**config.mk**
```make
export PLATFORM = sky130hd
export DESIGN_NAME = pc_sequencer_ras_flat
export DESIGN_NICKNAME = d
export VERILOG_FILES = /design/src/rtl/pc_sequencer_ras_pkg.sv /design/src/rtl/pc_sequencer_ras_if.sv /design/src/rtl/pc_sequencer_ras_stack.sv /design/src/rtl/pc_sequencer_ras.sv /design/src/flat_wrapper.sv
export SDC_FILE = /design/constraint.sdc
export NUM_CORES = 1
export LEC_CHECK = 0
export ABC_AREA = 1
export CELL_PAD_IN_SITES_DETAIL_PLACEMENT = 1
export CELL_PAD_IN_SITES_GLOBAL_PLACEMENT = 2
export CORE_MARGIN = 2
export CORE_UTILIZATION = 34
export DETAILED_ROUTE_END_ITERATION = 10
export PLACE_DENSITY_LB_ADDON = 0.08
export SYNTH_ARGS = -nofsm -noshare
export SYNTH_HDL_FRONTEND = slang
export SYNTH_HIERARCHICAL = 1
export SYNTH_SLANG_ARGS = --single-unit
```
**constraint.sdc**
```tcl
create_clock -name clk -period 6.5 [get_ports clk]
set_input_delay 1.3 -clock clk [delete_from_list [all_inputs] [get_ports clk]]
set_output_delay 1.3 -clock clk [all_outputs]
set_load 0.02 [all_outputs]
```
**src/rtl/pc_sequencer_ras_pkg.sv**
```systemverilog
// -----------------------------------------------------------------------------
// pc_sequencer_ras_pkg
// Purpose : shared types and defaults for the next-PC unit and its
//           return-address stack.
// Contents: PC_W / RESET_PC_DEF defaults, ras_op_e (stack operation),
//           pc_sel_e (next-PC source select).
// -----------------------------------------------------------------------------
package pc_sequencer_ras_pkg;

   localparam int              PC_W         = 16;
   localparam logic [PC_W-1:0] RESET_PC_DEF = '0;

   typedef enum logic [1:0] {
      RAS_NOP,
      RAS_PUSH,
      RAS_POP
   } ras_op_e;

   typedef enum logic [2:0] {
      SEL_SEQ,     // pc_out + 1
      SEL_HOLD,    // fetch stalled
      SEL_BRANCH,  // execute-stage redirect
      SEL_RET,     // RAS top (or pc_out + 1 on underflow)
      SEL_CALL,    // jmp_target_d, pushes pc_d + 1
      SEL_JMP,     // jmp_target_d
      SEL_FOR      // for_target_d, pushes pc_d
   } pc_sel_e;

endpackage

```
**src/rtl/pc_sequencer_ras_if.sv**
```systemverilog
// -----------------------------------------------------------------------------
// pc_sequencer_ras_if
// Purpose : bundles the pipeline control inputs and PC/RAS status outputs of
//           the next-PC unit.
// Modports: master - hazard/decode/execute control (drives controls, reads PC)
//           slave  - pc_sequencer_ras (reads controls, drives PC and status)
// -----------------------------------------------------------------------------
interface pc_sequencer_ras_if
   import pc_sequencer_ras_pkg::*;
#(
   parameter int WIDTH = PC_W,
   parameter int DEPTH = 4
);
   localparam int CNT_W = $clog2(DEPTH + 1);

   logic             stall_f;
   logic             stall_d;
   logic             flush_d;
   logic             jmp_d;
   logic             call_d;
   logic             ret_d;
   logic             for_d;
   logic [WIDTH-1:0] jmp_target_d;
   logic [WIDTH-1:0] for_target_d;
   logic             branch_taken_e;
   logic [WIDTH-1:0] branch_target_e;

   logic [WIDTH-1:0] pc_out;
   logic [WIDTH-1:0] pc_d;
   logic             pc_d_valid;
   logic [CNT_W-1:0] ras_depth;
   logic             ras_empty;
   logic             ras_full;
   logic             ras_ovf;
   logic             ras_unf;

   modport master (
      output stall_f, stall_d, flush_d, jmp_d, call_d, ret_d, for_d,
             jmp_target_d, for_target_d, branch_taken_e, branch_target_e,
      input  pc_out, pc_d, pc_d_valid, ras_depth, ras_empty, ras_full,
             ras_ovf, ras_unf
   );

   modport slave (
      input  stall_f, stall_d, flush_d, jmp_d, call_d, ret_d, for_d,
             jmp_target_d, for_target_d, branch_taken_e, branch_target_e,
      output pc_out, pc_d, pc_d_valid, ras_depth, ras_empty, ras_full,
             ras_ovf, ras_unf
   );

endinterface

```
**src/rtl/pc_sequencer_ras_stack.sv**
```systemverilog
// -----------------------------------------------------------------------------
// pc_sequencer_ras_stack
// Purpose : DEPTH-entry return-address stack held in a circular buffer.
//           wr_ptr is the next free slot; the top entry sits just below it.
//           When full, wr_ptr points at the oldest entry, so overwrite mode
//           simply writes there and advances.
// Ports   : clk, rst (sync, active-low), op (NOP/PUSH/POP), push_val,
//           top (current top entry), depth, full, empty,
//           ovf_pulse (push while full), unf_pulse (pop while empty).
// -----------------------------------------------------------------------------
module pc_sequencer_ras_stack
   import pc_sequencer_ras_pkg::*;
#(
   parameter int WIDTH    = PC_W,
   parameter int DEPTH    = 4,
   parameter int OVF_MODE = 0
) (
   input  logic                       clk,
   input  logic                       rst,
   input  ras_op_e                    op,
   input  logic [WIDTH-1:0]           push_val,
   output logic [WIDTH-1:0]           top,
   output logic [$clog2(DEPTH+1)-1:0] depth,
   output logic                       full,
   output logic                       empty,
   output logic                       ovf_pulse,
   output logic                       unf_pulse
);
   localparam int               CNT_W    = $clog2(DEPTH + 1);
   localparam int               PTR_W    = $clog2(DEPTH);
   localparam logic [PTR_W-1:0] LAST     = PTR_W'(DEPTH - 1);
   localparam logic [CNT_W-1:0] FULL_CNT = CNT_W'(DEPTH);

   logic [WIDTH-1:0] mem [DEPTH];
   logic [PTR_W-1:0] wr_ptr;
   logic [PTR_W-1:0] top_ptr;
   logic [PTR_W-1:0] next_ptr;
   logic             do_write;

   // Explicit wrap keeps non-power-of-two depths correct.
   assign top_ptr  = (wr_ptr == '0)   ? LAST : wr_ptr - 1'b1;
   assign next_ptr = (wr_ptr == LAST) ? '0   : wr_ptr + 1'b1;

   assign full      = (depth == FULL_CNT);
   assign empty     = (depth == '0);
   assign top       = mem[top_ptr];
   assign ovf_pulse = (op == RAS_PUSH) && full;
   assign unf_pulse = (op == RAS_POP)  && empty;
   assign do_write  = (op == RAS_PUSH) && (!full || (OVF_MODE != 0));

   always_ff @(posedge clk) begin
      if (!rst) begin
         wr_ptr <= '0;
         depth  <= '0;
         // NOTE: the entries are cleared on reset so a post-reset stack reads
         // back deterministic zeros; drop this loop if the storage has to map
         // onto a RAM macro without a reset port.
         for (int i = 0; i < DEPTH; i++) mem[i] <= '0;
      end else if (do_write) begin
         mem[wr_ptr] <= push_val;
         wr_ptr      <= next_ptr;
         if (!full) depth <= depth + 1'b1;
      end else if ((op == RAS_POP) && !empty) begin
         wr_ptr <= top_ptr;
         depth  <= depth - 1'b1;
      end
   end

endmodule

```
**src/rtl/pc_sequencer_ras.sv**
```systemverilog
// -----------------------------------------------------------------------------
// pc_sequencer_ras
// Purpose : next-PC unit. Owns the fetch PC and the decode-stage PC, resolves
//           execute branches and decode jump/call/return/for-loop redirects by
//           fixed priority, and keeps return addresses in a DEPTH-entry RAS.
// Ports   : clk, rst (sync, active-low)
//           bus (slave): stall/flush controls, decode ops and targets,
//           execute branch; pc_out, pc_d, pc_d_valid, RAS depth/full/empty
//           and sticky ovf/unf flags.
// -----------------------------------------------------------------------------
module pc_sequencer_ras
   import pc_sequencer_ras_pkg::*;
#(
   parameter int               WIDTH    = PC_W,
   parameter int               DEPTH    = 4,
   parameter logic [WIDTH-1:0] RESET_PC = WIDTH'(RESET_PC_DEF),
   parameter int               OVF_MODE = 0
) (
   input logic               clk,
   input logic               rst,
   pc_sequencer_ras_if.slave bus
);
   logic             dec_act;
   pc_sel_e          sel;
   ras_op_e          op;
   logic [WIDTH-1:0] push_val;
   logic [WIDTH-1:0] pc_inc;
   logic [WIDTH-1:0] pc_next;
   logic [WIDTH-1:0] ras_top;
   logic             ovf_pulse;
   logic             unf_pulse;

   // A taken branch means the decode slot is on the wrong path.
   assign dec_act = bus.pc_d_valid & ~bus.stall_d & ~bus.branch_taken_e;
   assign pc_inc  = bus.pc_out + 1'b1;

   // Source selection. stall_f only holds the sequential fetch: a qualified
   // decode op has already been accepted (and may have touched the RAS), so
   // its redirect must not be lost.
   always_comb begin
      // NOTE: every output gets a default before the if-chain so no path
      // leaves a value unassigned, which would infer a latch.
      sel      = SEL_SEQ;
      op       = RAS_NOP;
      push_val = '0;
      if (bus.branch_taken_e) begin
         sel = SEL_BRANCH;
      end else if (dec_act && bus.ret_d) begin
         sel = SEL_RET;
         op  = RAS_POP;
      end else if (dec_act && bus.call_d) begin
         sel      = SEL_CALL;
         op       = RAS_PUSH;
         push_val = bus.pc_d + 1'b1;
      end else if (dec_act && bus.jmp_d) begin
         sel = SEL_JMP;
      end else if (dec_act && bus.for_d) begin
         sel      = SEL_FOR;
         op       = RAS_PUSH;
         push_val = bus.pc_d;
      end else if (bus.stall_f) begin
         sel = SEL_HOLD;
      end
   end

   always_comb begin
      pc_next = pc_inc;
      unique case (sel)
         SEL_BRANCH:       pc_next = bus.branch_target_e;
         SEL_RET:          pc_next = bus.ras_empty ? pc_inc : ras_top;
         SEL_CALL,
         SEL_JMP:          pc_next = bus.jmp_target_d;
         SEL_FOR:          pc_next = bus.for_target_d;
         SEL_HOLD:         pc_next = bus.pc_out;
         default:          pc_next = pc_inc;
      endcase
   end

   pc_sequencer_ras_stack #(
      .WIDTH    (WIDTH),
      .DEPTH    (DEPTH),
      .OVF_MODE (OVF_MODE)
   ) u_stack (
      .clk       (clk),
      .rst       (rst),
      .op        (op),
      .push_val  (push_val),
      .top       (ras_top),
      .depth     (bus.ras_depth),
      .full      (bus.ras_full),
      .empty     (bus.ras_empty),
      .ovf_pulse (ovf_pulse),
      .unf_pulse (unf_pulse)
   );

   always_ff @(posedge clk) begin
      // NOTE: non-blocking assignments so every register samples the
      // pre-edge values of the others (pc_d takes the old pc_out).
      if (!rst) begin
         bus.pc_out     <= RESET_PC;
         bus.pc_d       <= RESET_PC;
         bus.pc_d_valid <= 1'b0;
         bus.ras_ovf    <= 1'b0;
         bus.ras_unf    <= 1'b0;
      end else begin
         bus.pc_out <= pc_next;
         if (!bus.stall_d) begin
            bus.pc_d       <= bus.pc_out;
            bus.pc_d_valid <= ~bus.flush_d & ~bus.branch_taken_e;
         end else if (bus.flush_d) begin
            bus.pc_d_valid <= 1'b0;   // flush still kills a stalled slot
         end
         bus.ras_ovf <= bus.ras_ovf | ovf_pulse;
         bus.ras_unf <= bus.ras_unf | unf_pulse;
      end
   end

endmodule

```
**src/flat_wrapper.sv**
```systemverilog
// flat-port wrapper written by rule: the top's interface ports become plain ports
module pc_sequencer_ras_flat import pc_sequencer_ras_pkg::*;
#(
   parameter int               WIDTH    = PC_W,
   parameter int               DEPTH    = 4,
   parameter logic [WIDTH-1:0] RESET_PC = WIDTH'(RESET_PC_DEF),
   parameter int               OVF_MODE = 0
)
  (clk, rst, bus_stall_f, bus_stall_d, bus_flush_d, bus_jmp_d, bus_call_d, bus_ret_d, bus_for_d, bus_jmp_target_d, bus_for_target_d, bus_branch_taken_e, bus_branch_target_e, bus_pc_out, bus_pc_d, bus_pc_d_valid, bus_ras_depth, bus_ras_empty, bus_ras_full, bus_ras_ovf, bus_ras_unf);
  pc_sequencer_ras_if #(.WIDTH(WIDTH), .DEPTH(DEPTH)) bus_i ();
  input logic clk;
  input logic rst;
  input wire logic [$bits(bus_i.stall_f)-1:0] bus_stall_f;
  input wire logic [$bits(bus_i.stall_d)-1:0] bus_stall_d;
  input wire logic [$bits(bus_i.flush_d)-1:0] bus_flush_d;
  input wire logic [$bits(bus_i.jmp_d)-1:0] bus_jmp_d;
  input wire logic [$bits(bus_i.call_d)-1:0] bus_call_d;
  input wire logic [$bits(bus_i.ret_d)-1:0] bus_ret_d;
  input wire logic [$bits(bus_i.for_d)-1:0] bus_for_d;
  input wire logic [$bits(bus_i.jmp_target_d)-1:0] bus_jmp_target_d;
  input wire logic [$bits(bus_i.for_target_d)-1:0] bus_for_target_d;
  input wire logic [$bits(bus_i.branch_taken_e)-1:0] bus_branch_taken_e;
  input wire logic [$bits(bus_i.branch_target_e)-1:0] bus_branch_target_e;
  output wire logic [$bits(bus_i.pc_out)-1:0] bus_pc_out;
  output wire logic [$bits(bus_i.pc_d)-1:0] bus_pc_d;
  output wire logic [$bits(bus_i.pc_d_valid)-1:0] bus_pc_d_valid;
  output wire logic [$bits(bus_i.ras_depth)-1:0] bus_ras_depth;
  output wire logic [$bits(bus_i.ras_empty)-1:0] bus_ras_empty;
  output wire logic [$bits(bus_i.ras_full)-1:0] bus_ras_full;
  output wire logic [$bits(bus_i.ras_ovf)-1:0] bus_ras_ovf;
  output wire logic [$bits(bus_i.ras_unf)-1:0] bus_ras_unf;
  assign bus_i.stall_f = bus_stall_f;
  assign bus_i.stall_d = bus_stall_d;
  assign bus_i.flush_d = bus_flush_d;
  assign bus_i.jmp_d = bus_jmp_d;
  assign bus_i.call_d = bus_call_d;
  assign bus_i.ret_d = bus_ret_d;
  assign bus_i.for_d = bus_for_d;
  assign bus_i.jmp_target_d = bus_jmp_target_d;
  assign bus_i.for_target_d = bus_for_target_d;
  assign bus_i.branch_taken_e = bus_branch_taken_e;
  assign bus_i.branch_target_e = bus_branch_target_e;
  assign bus_pc_out = bus_i.pc_out;
  assign bus_pc_d = bus_i.pc_d;
  assign bus_pc_d_valid = bus_i.pc_d_valid;
  assign bus_ras_depth = bus_i.ras_depth;
  assign bus_ras_empty = bus_i.ras_empty;
  assign bus_ras_full = bus_i.ras_full;
  assign bus_ras_ovf = bus_i.ras_ovf;
  assign bus_ras_unf = bus_i.ras_unf;
  pc_sequencer_ras #(.WIDTH(WIDTH), .DEPTH(DEPTH), .RESET_PC(RESET_PC), .OVF_MODE(OVF_MODE)) u_core (.clk(clk), .rst(rst), .bus(bus_i));
endmodule
```
==> flow_summary_export.csv, run 1 <==
group,metric,value,unit
run_status,status,"completed",
synth,syn-cell-area,6460,µm²
setup_path,worstPathCellList,"clkdlybuf4s50_1 > buf_4 > nor2_8 > nand3_1 > buf_4 > inv_2 > nor2_1 > inv_2 > nor2_4 > nand2_4 > nor2_8 > nand2_4 > o21ai_1 > buf_4",
timing,slew_violations,0,
cells_and_area,drive_gt1_share,11.1,%
placement,gp_congestion,0.840,
setup_path,path_common_cell,"buf_4",
setup_path,endpoint_kind,"flip-flop",
setup_path,cp_num_buf_inv,6,
synth,yosysWarnings,6,
timing,hold_ws,0.494,ns
detailed_routing,drt_pass1_iterations,5,
grt,antenna_found_initial,0,
min_path,whs_endpoint,"u_core/bus.ras_ovf$_SDFF_PN0_",
floorplanning,die_area,20100,µm²
setup_path,reg2reg_slack,2.64,ns
timing,finalSetupTns,0,ns
cells_and_area,synthToLayoutAreaGrowth,22.0,%
cells_and_area,fill_cells,2283,
placement,hpwl,18100,µm
setup_path,cp_top_family,"buffers and inverters",
setup_path,cp.arrival,4.82,ns
timing,min_period,4.76,ns
cells_and_area,fin_cells,1147,
detailed_routing,drc_errors,0,
cells_and_area,stdcell_area,7880,µm²
timing,finalSetupViolCount,0,
timing,fmax,210,MHz
setup_path,worstSetupPathType,"in2reg",
floorplanning,die_h,142,µm
setup_path,cp_max_fo,34,
cells_and_area,ff_latch_area,2720,µm²
clock_tree,clk_latency,0.37,ns
clock_tree,clock_path_buffers,2,
setup_path,reg2reg_from,"u_core/u_stack/wr_ptr[0]$_SDFFE_PN0P_",
cells_and_area,antenna_cells,0,
floorplanning,fp.dieW,142,µm
timing,worst_pin_slew,0.765,ns
clock_tree,clk_pin_slew,0.08,ns
clock_tree,ctsHoldBuffers,0,
timing,final.period_utilization,73.2,%
clock_tree,cts_buffers,9,
synth,avgSynthCellArea,7.81,µm²
floorplanning,core-area,18700,µm²
pwr,powerDensity,207,nW/µm²
cells_and_area,multi_input_area,3130,µm²
detailed_routing,via_per_inst,5.25,
pwr,ir_drop,112,µV
clock_tree,postCtsSetupBuffers,0,
setup_path,cp_slowest_cell,"o21ai_1",
placement,placed_area,7560,µm²
synth,synthCells,827,
setup_path,rr_worst_depth,14,
timing,worst_slack,1.74,ns
grt,grt_pass1_wl,36200,µm
detailed_routing,wirelength,23700,µm
detailed_routing,wl_per_cell,20.7,µm
min_path,holdPathStages,2,
clock_tree,cts_root_buf,"clkbuf_16",
clock_tree,cts_tree,"yes",
min_path,worstHoldStart,"u_core/bus.ras_ovf$_SDFF_PN0_",
placement,io_buffers,97,
cells_and_area,nNetsFinal,971,
setup_path,start_kind,"input pin",
grt,grt_max_degree,35,
grt,grtUsageTotal,23.8,%
grt,gr-total-overflow,0,
synth,ys_seq_elements,104,
synth,ys_seq_area_share,42.1,%
min_path,hold_class,"reg2reg",
timing,rsz0062_at_grt,"false",
run,drv_cap,0,
clock_tree,cts_resized,0,
placement,post-place-ws,1.45,ns
detailed_routing,ant_nets,0,
floorplanning,row_count,50,
detailed_routing,routed-via-count,6025,
pwr,power.static_leakage,2.96,nW
setup_path,crit_required,6.57,ns
detailed_routing,dr.first_iter.drc_count,470,
setup_path,worstReg2RegEnd,"u_core/bus.pc_out[4]$_SDFFE_PN0P_",
clock_tree,clock_sinks,104,
timing,hold_violations,0,
synth,syn_nets,890,
setup_path,slowest_delay,0.55,ns
floorplanning,initial_utilization,34.5,%
timing,max_slew_margin,48.9,%
cells_and_area,final_util,42.1,%
synth,yosysUniqueCellTypes,47,
placement,dp.cells,1131,
floorplanning,ioPinCount,98,
pwr,power.total,1.63,mW
grt,grt_pass1_vias,6125,
clock_tree,htree_levels,3,
timing,skew,0.0145,ns
## power by group
group          switching (mW)  leakage (nW)  internal, mW
combinational           0.170          1.82         0.107
clock                   0.305         0.155         0.282
sequential             0.0377         0.988         0.728
## how the worst max path moves through the flow
stage | from | to | cells after the start
floorplan | bus_stall_d | u_core/u_stack/mem[0][0]$_SDFFCE_PN0P_ | 12
global placement | bus_stall_d | u_core/u_stack/mem[2][8]$_SDFFCE_PN0P_ | 14
detailed placement | bus_stall_d | u_core/u_stack/mem[2][8]$_SDFFCE_PN0P_ | 14
CTS | bus_stall_d | u_core/u_stack/mem[2][8]$_SDFFCE_PN0P_ | 14
global route | bus_stall_d | u_core/u_stack/mem[2][6]$_SDFFCE_PN0P_ | 14
finish | bus_stall_d | u_core/u_stack/mem[2][10]$_SDFFCE_PN0P_ | 14
## cell families (layout without fill, tap and decap cells)
kind of cell | Yosys count | after routing | synth area share (%)
adders and majority gates | 5 | 5 | 0.968
and+or+nand+nor | 417 | 417 | 32.4
buffers and inverters | 136 | 222 | 9.45
AOI/OAI and AO/OA | 151 | 151 | 13.1
xor gates and xnor gates | 14 | 14 | 1.90
DFF | 104 | 104 | 42.1
## cell usage in the layout, fill, tap and decap left out, types with 3 or more instances in the layout
cell type / n
a211oi_1: 4
a21oi_1: 42
a22oi_1: 3
a31oi_1: 4
buf_4: 9
clkbuf_16: 9
clkdlybuf4s50_1: 97
dfxtp_1: 40
edfxtp_1: 64
ha_1: 5
inv_1: 90
inv_2: 7
inv_8: 3
nand2_1: 148
nand2_2: 6
nand3_1: 43
nand3_2: 4
nand3_4: 3
nand3b_1: 3
nand4_1: 13
nor2_1: 121
nor2_2: 12
nor2_8: 3
nor3_1: 19
nor3_2: 30
nor3b_1: 3
o21ai_0: 68
o21ai_1: 4
o22ai_1: 17
xor2_1: 13
## sequential cells by signal, summed over array words and instances (netlist names)
register,cells
u_core/bus.pc_d_valid,1
u_core/bus.pc_out,16
u_core/bus.pc_d,16
u_core/u_stack/wr_ptr,2
u_core/bus.ras_unf,1
u_core/u_stack/mem,64
u_core/u_stack/depth,3
u_core/bus.ras_ovf,1
## area by class of cell
class / instances / area share [%]
clock inverter: 7 / 1.16
inverter: 100 / 4.80
multi-input combinational: 587 / 39.7
timing repair buffer: 106 / 13.2
sequential: 104 / 34.6
tap: 234 / 3.72
clock buffer: 9 / 2.86
## synthesized netlist by cell type (all sizes together)
master / instances / share of area, %
nor3b: 3 / 0.35
a21oi: 43 / 3.4
ha: 5 / 0.97
xor2: 13 / 1.8
clkinv: 2 / 0.12
or2: 1 / 0.097
clkbuf: 13 / 0.76
and3: 1 / 0.097
xnor2: 1 / 0.14
inv: 98 / 5.7
nand2: 156 / 9.5
nand4: 14 / 1.5
nor2: 138 / 9.5
a22o: 1 / 0.14
buf: 23 / 2.8
nand3b: 3 / 0.35
o21bai: 1 / 0.12
nand3: 50 / 4.8
o21a: 1 / 0.12
o31ai: 2 / 0.23
nor4: 2 / 0.19
nor3: 49 / 6.1
a31oi: 5 / 0.72
a211oi: 4 / 0.46
o21ai: 73 / 5.8
dfxtp: 40 / 12
a21boi: 1 / 0.12
a22oi: 3 / 0.35
o22ai: 17 / 1.6
edfxtp: 64 / 30
## worst register-to-register path, cell delays in order, from the launching register on
cell     delay [ns]
dfxtp_1        0.82
inv_2          0.33
ha_1           0.31
nor2_2         0.59
inv_1          0.56
nor2_1         0.22
o22ai_1        0.15
nand2_1        0.10
nand2_1        0.07
nand2_1        0.10
nand3_1        0.09
nor2_1         0.19
nand3_1        0.10
nand2_1        0.09
inv_1          0.04
## metal layers
metal  share of wire, %  global-route usage [%]
met5                  0                       0
met4                1.6                    5.37
met1                 46                    33.1
met2                 48                    39.6
met3                4.2                    3.37
Note: power is estimated with default switching activity, not from simulation.
==> run 2, diff against run 1 <==
CORE_UTILIZATION = 32   (was 34)
clock period = 4.5 ns   (was 6.5 ns; I/O delays follow)
==> run 2 against run 1 <==
Effect of this change: flip-flop and latch count is the same; critical path depth shrank 2; clock skew shrank 0.0048 ns; wire length grew 1.1%; combinational power grew 47%; utilization shrank 1.5 points; non-clock buffer count grew 10; die area grew 6.1%.
==> flow_summary_export.csv, run 2 (synthesis gave the netlist of run 1 again) <==
group,metric,value,unit
clock_tree,postCtsSetupBuffers,0,
clock_tree,cts_tree,"yes",
pwr,power.static_leakage,3.00,nW
cells_and_area,final_common_cell,"nand2_1",
cells_and_area,fin_cells,1188,
min_path,worstHoldStart,"u_core/bus.ras_unf$_SDFF_PN0_",
detailed_routing,dr.first_iter.drc_count,277,
clock_tree,cts_root_buf,"clkbuf_16",
setup_path,reg2reg_slack,1.44,ns
clock_tree,clock_sinks,104,
setup_path,endpoint_kind,"flip-flop",
timing,final.period_utilization,77.5,%
grt,grt_max_degree,34,
timing,rsz0062_at_grt,"false",
grt,grt_pass1_vias,6499,
grt,antenna_found_initial,0,
cells_and_area,synthToLayoutAreaGrowth,23.6,%
setup_path,crit_required,4.49,ns
clock_tree,cts_buffers,9,
floorplanning,die_area,21300,µm²
cells_and_area,regMostFlops,"u_core/u_stack/mem",
grt,grt_pass1_wl,38000,µm
cells_and_area,ff_latch_area,2720,µm²
timing,worst_pin_slew,0.817,ns
setup_path,worstSetupPathType,"in2reg",
placement,dp.cells,1172,
cells_and_area,fill_cells,2438,
run,drv_cap,0,
grt,gr-total-overflow,0,
timing,hold_violations,0,
setup_path,rr_worst_depth,15,
cells_and_area,largest_reg_flops,64,
setup_path,worstReg2RegEnd,"u_core/bus.pc_out[0]$_SDFFE_PN0P_",
floorplanning,initial_utilization,32.9,%
detailed_routing,routed-via-count,6081,
floorplanning,fp.dieW,146,µm
setup_path,cp.arrival,3.48,ns
setup_path,start_kind,"input pin",
detailed_routing,drt_pass1_iterations,4,
timing,worst_slack,1.01,ns
setup_path,endpoint,"u_core/u_stack/mem[1][5]$_SDFFCE_PN0P_",
clock_tree,htree_levels,3,
cells_and_area,drive_gt1_share,11.9,%
floorplanning,ioPinCount,98,
timing,finalSetupTns,0,ns
clock_tree,clk_latency,0.36,ns
grt,grtUsageTotal,23.0,%
placement,gp_congestion,0.829,
timing,finalSetupViolCount,0,
timing,fmax,287,MHz
cells_and_area,final_cell_mix,"nand2_1, nor2_1, clkdlybuf4s50_1, inv_1, o21ai_0",
pwr,power.total,2.35,mW
clock_tree,clk_pin_slew,0.07,ns
clock_tree,ctsHoldBuffers,0,
detailed_routing,drc_errors,0,
placement,io_buffers,97,
timing,slew_violations,0,
cells_and_area,nNetsFinal,981,
detailed_routing,via_per_inst,5.12,
pwr,ir_drop,197,µV
floorplanning,die_h,146,µm
cells_and_area,antenna_cells,0,
placement,hpwl,18100,µm
pwr,powerDensity,294,nW/µm²
setup_path,startpoint,"bus_stall_d",
setup_path,cp_max_fo,16,
clock_tree,cts_resized,0,
detailed_routing,wirelength,24000,µm
timing,skew,0.00969,ns
min_path,hold_class,"reg2reg",
timing,max_slew_margin,45.4,%
floorplanning,row_count,51,
run_status,status,"completed",
floorplanning,core-area,19700,µm²
timing,min_period,3.49,ns
detailed_routing,ant_nets,0,
cells_and_area,multi_input_area,3130,µm²
placement,post-place-ws,0.615,ns
setup_path,reg2reg_from,"u_core/u_stack/wr_ptr[0]$_SDFFE_PN0P_",
clock_tree,clock_path_buffers,2,
detailed_routing,wl_per_cell,20.2,µm
cells_and_area,top_regs,"u_core/u_stack/mem (64), u_core/bus.pc_d (16), u_core/bus.pc_out (16)",
==> run 2: per-stage QoR <==
step	hold WS, ns	area [µm²]	utilization (%)
2_1_floorplan	0.541	6460	-
3_3_place_gp	0.460	7680	39.1
3_5_place_dp	0.471	7680	39.1
4_1_cts	0.490	7980	40.6
5_1_grt	0.509	7980	40.6
6_report	0.484	7980	40.6
==> run 2: worst min path at each step <==
stage,endpoint,slack (ns),cells after the start
after floorplan,u_core/bus.ras_unf$_SDFF_PN0_,0.54,2
after global placement,u_core/bus.ras_unf$_SDFF_PN0_,0.46,2
after detailed placement,u_core/bus.ras_unf$_SDFF_PN0_,0.47,2
after CTS,u_core/bus.ras_unf$_SDFF_PN0_,0.49,2
after global routing,u_core/bus.ras_unf$_SDFF_PN0_,0.51,2
final,u_core/bus.ras_unf$_SDFF_PN0_,0.48,2
==> run 2: metal layers <==
| metal | vias to the layer above | routed length (µm) | share of wire [%] | global-route usage [%] |
|---|---|---|---|---|
| met5 | - | 0 | 0 | 0 |
| met4 | 0 | 481 | 2.0 | 7.14 |
| met3 | 26 | 1060 | 4.4 | 3.78 |
| met2 | 141 | 11300 | 47 | 37.8 |
| met1 | 2969 | 11100 | 46 | 31.0 |
| li1 | 2945 | - | - | - |
==> run 2: final cells by class <==
type	count	share of cell area [%]
multi-input combinational	587	39.2
sequential	104	34.1
timing repair buffer	116	14.0
inverter	100	4.73
tap	265	4.15
clock buffer	10	2.87
clock inverter	6	0.941
==> run 2: where the power goes <==
part | leakage [nW] | internal, mW | switching, mW
combinational | 1.87 | 0.159 | 0.248
clock | 0.146 | 0.442 | 0.395
sequential | 0.988 | 1.05 | 0.0535
total | 3.00 | 1.65 | 0.697
==> run 2: worst max-delay path, cell delays in order <==
cell and delay (ns):
clkdlybuf4s50_1 0.51, nor2_8 0.22, nand4_2 0.16, nand2_1 0.18, inv_1 0.09, nor2_1 0.25
inv_2 0.10, nor2_4 0.11, nand2_4 0.11, nor2_8 0.15, nand3_4 0.07, nand2_1 0.62
==> run 3, diff against run 2 <==
CORE_UTILIZATION = 29   (was 32)
clock period = 2.9 ns   (was 4.5 ns; I/O delays follow)
==> run 3 against run 2 <==
Effect of this change: sequential share of layout area shrank 1.3 points; register-to-register slack lost 1.1 ns; via count grew 1.0%; count of clock-buffer cells in the layout shrank 1; final area grew 3.9%; die area grew 10%; first-iteration DRC count grew 50%; cell count grew 4.0%; largest cell class unchanged.
==> flow_summary_export.csv, run 3 (synthesis gave the netlist of run 1 again) <==
group,metric,value,unit
clock_tree,cts_resized,0,
placement,placed_area,7980,µm²
cells_and_area,stdcell_area,8300,µm²
detailed_routing,routed-via-count,6143,
detailed_routing,wirelength,25300,µm
pwr,ir_drop,259,µV
floorplanning,ioPinCount,98,
placement,io_buffers,97,
detailed_routing,ant_nets,0,
placement,post-place-ws,-0.229,ns
timing,worst_pin_slew,0.536,ns
cells_and_area,top_regs,"u_core/u_stack/mem (64), u_core/bus.pc_d (16), u_core/bus.pc_out (16)",
setup_path,worstReg2RegEnd,"u_core/bus.pc_out[0]$_SDFFE_PN0P_",
detailed_routing,drt_pass1_iterations,4,
cells_and_area,final_util,38.0,%
run_status,status,"completed",
detailed_routing,wl_per_cell,20.5,µm
floorplanning,row_count,54,
min_path,hold_class,"reg2reg",
clock_tree,clock_sinks,104,
cells_and_area,final_common_cell,"nand2_1",
min_path,holdPathStages,2,
timing,final.period_utilization,93.2,%
setup_path,start_kind,"input pin",
timing,fmax,370,MHz
clock_tree,clk_pin_slew,0.08,ns
cells_and_area,fill_cells,2649,
clock_tree,htree_levels,3,
cells_and_area,largest_reg_flops,64,
cells_and_area,multi_input_area,3130,µm²
timing,min_period,2.70,ns
min_path,worstHoldStart,"u_core/bus.ras_ovf$_SDFF_PN0_",
floorplanning,die_area,23500,µm²
min_path,whs_endpoint,"u_core/bus.ras_ovf$_SDFF_PN0_",
setup_path,crit_required,2.98,ns
pwr,power.static_leakage,3.18,nW
detailed_routing,via_per_inst,4.97,
floorplanning,initial_utilization,29.6,%
cells_and_area,regMostFlops,"u_core/u_stack/mem",
pwr,powerDensity,441,nW/µm²
placement,gp_congestion,0.879,
run,drv_cap,0,
timing,finalSetupViolCount,0,
timing,hold_violations,0,
timing,max_slew_margin,64.2,%
placement,dp.cells,1220,
setup_path,reg2reg_slack,0.34,ns
clock_tree,cts_tree,"yes",
clock_tree,clk_latency,0.36,ns
detailed_routing,drc_errors,0,
timing,rsz0062_at_grt,"false",
grt,grtUsageTotal,21.4,%
floorplanning,fp.dieW,153,µm
setup_path,endpoint_kind,"flip-flop",
cells_and_area,final_cell_mix,"nand2_1, nor2_1, clkdlybuf4s50_1, inv_1, o21ai_0",
clock_tree,postCtsSetupBuffers,0,
clock_tree,cts_buffers,9,
timing,worst_slack,0.197,ns
timing,skew,0.0115,ns
cells_and_area,ff_latch_area,2720,µm²
setup_path,reg2reg_from,"u_core/u_stack/wr_ptr[0]$_SDFFE_PN0P_",
cells_and_area,nNetsFinal,1014,
setup_path,worstSetupPathType,"in2reg",
cells_and_area,drive_gt1_share,15.1,%
setup_path,cp.arrival,2.78,ns
clock_tree,clock_path_buffers,2,
grt,grt_pass1_vias,6428,
grt,grt_pass1_wl,38400,µm
grt,gr-total-overflow,0,
floorplanning,die_h,153,µm
clock_tree,cts_root_buf,"clkbuf_16",
grt,antenna_found_initial,0,
detailed_routing,dr.first_iter.drc_count,416,
cells_and_area,synthToLayoutAreaGrowth,28.4,%
floorplanning,core-area,21800,µm²
clock_tree,ctsHoldBuffers,0,
placement,hpwl,19700,µm
timing,slew_violations,0,
setup_path,cp_max_fo,8,
setup_path,rr_worst_depth,12,
cells_and_area,fin_cells,1236,
grt,grt_max_degree,28,
cells_and_area,antenna_cells,0,
[run 3: final cells by class]
cell class | count | area share [%]
multi-input cells | 587 | 37.8
flip-flops and latches | 104 | 32.8
repair buffers | 149 | 16.9
inverters | 100 | 4.56
well taps | 280 | 4.22
clock buffers | 9 | 2.71
clock inverters | 7 | 1.07
[run 3: metrics by stage]
stage / power [mW] / TNS, ns / hold slack [ns]
floorplan: 2.06 / -6.64 / 0.541
global placement: 2.40 / -4.92 / 0.458
detailed placement: 2.41 / -8.36 / 0.488
CTS: 3.70 / 0 / 0.504
global route: 3.81 / 0 / 0.524
finish: 3.66 / 0 / 0.496
[run 3: per-layer routing]
metal	global-route usage [%]	share of wire, %
met5	0	0
met4	4.67	1.1
met3	2.32	4.1
met2	34.4	46
met1	31.0	49
[run 3: power by group]
part	leakage (nW)	switching [mW]	internal (mW)
clock	0.152	0.664	0.623
sequential	0.988	0.0844	1.63
combinational	2.04	0.391	0.266
total	3.18	1.14	2.52
[run 3: worst max-delay path, stage by stage]
cell and delay, ns:
clkdlybuf4s50_1 0.51, nor2_8 0.19, nand4_2 0.10, nand2_1 0.13
inv_1 0.06, nor2_1 0.22, inv_2 0.10, nor2_4 0.11
nand2_4 0.10, nor2_8 0.15, nand2_4 0.07, o21ai_1 0.23
buf_4 0.22
[run 3: worst max path at each step]
stage / startpoint / end / slack (ns) / depth (start not counted)
floorplan: bus_stall_d / u_core/u_stack/mem[0][0]$_SDFFCE_PN0P_ / -0.20 / 12
global placement: bus_stall_d / u_core/u_stack/mem[0][3]$_SDFFCE_PN0P_ / -0.19 / 13
detailed placement: bus_stall_d / u_core/u_stack/mem[0][6]$_SDFFCE_PN0P_ / -0.23 / 13
CTS: bus_stall_d / u_core/u_stack/mem[0][2]$_SDFFCE_PN0P_ / 0.15 / 13
global route: bus_stall_d / u_core/u_stack/mem[0][2]$_SDFFCE_PN0P_ / 0.0003 / 13
finish: bus_stall_d / u_core/u_stack/mem[0][1]$_SDFFCE_PN0P_ / 0.20 / 13
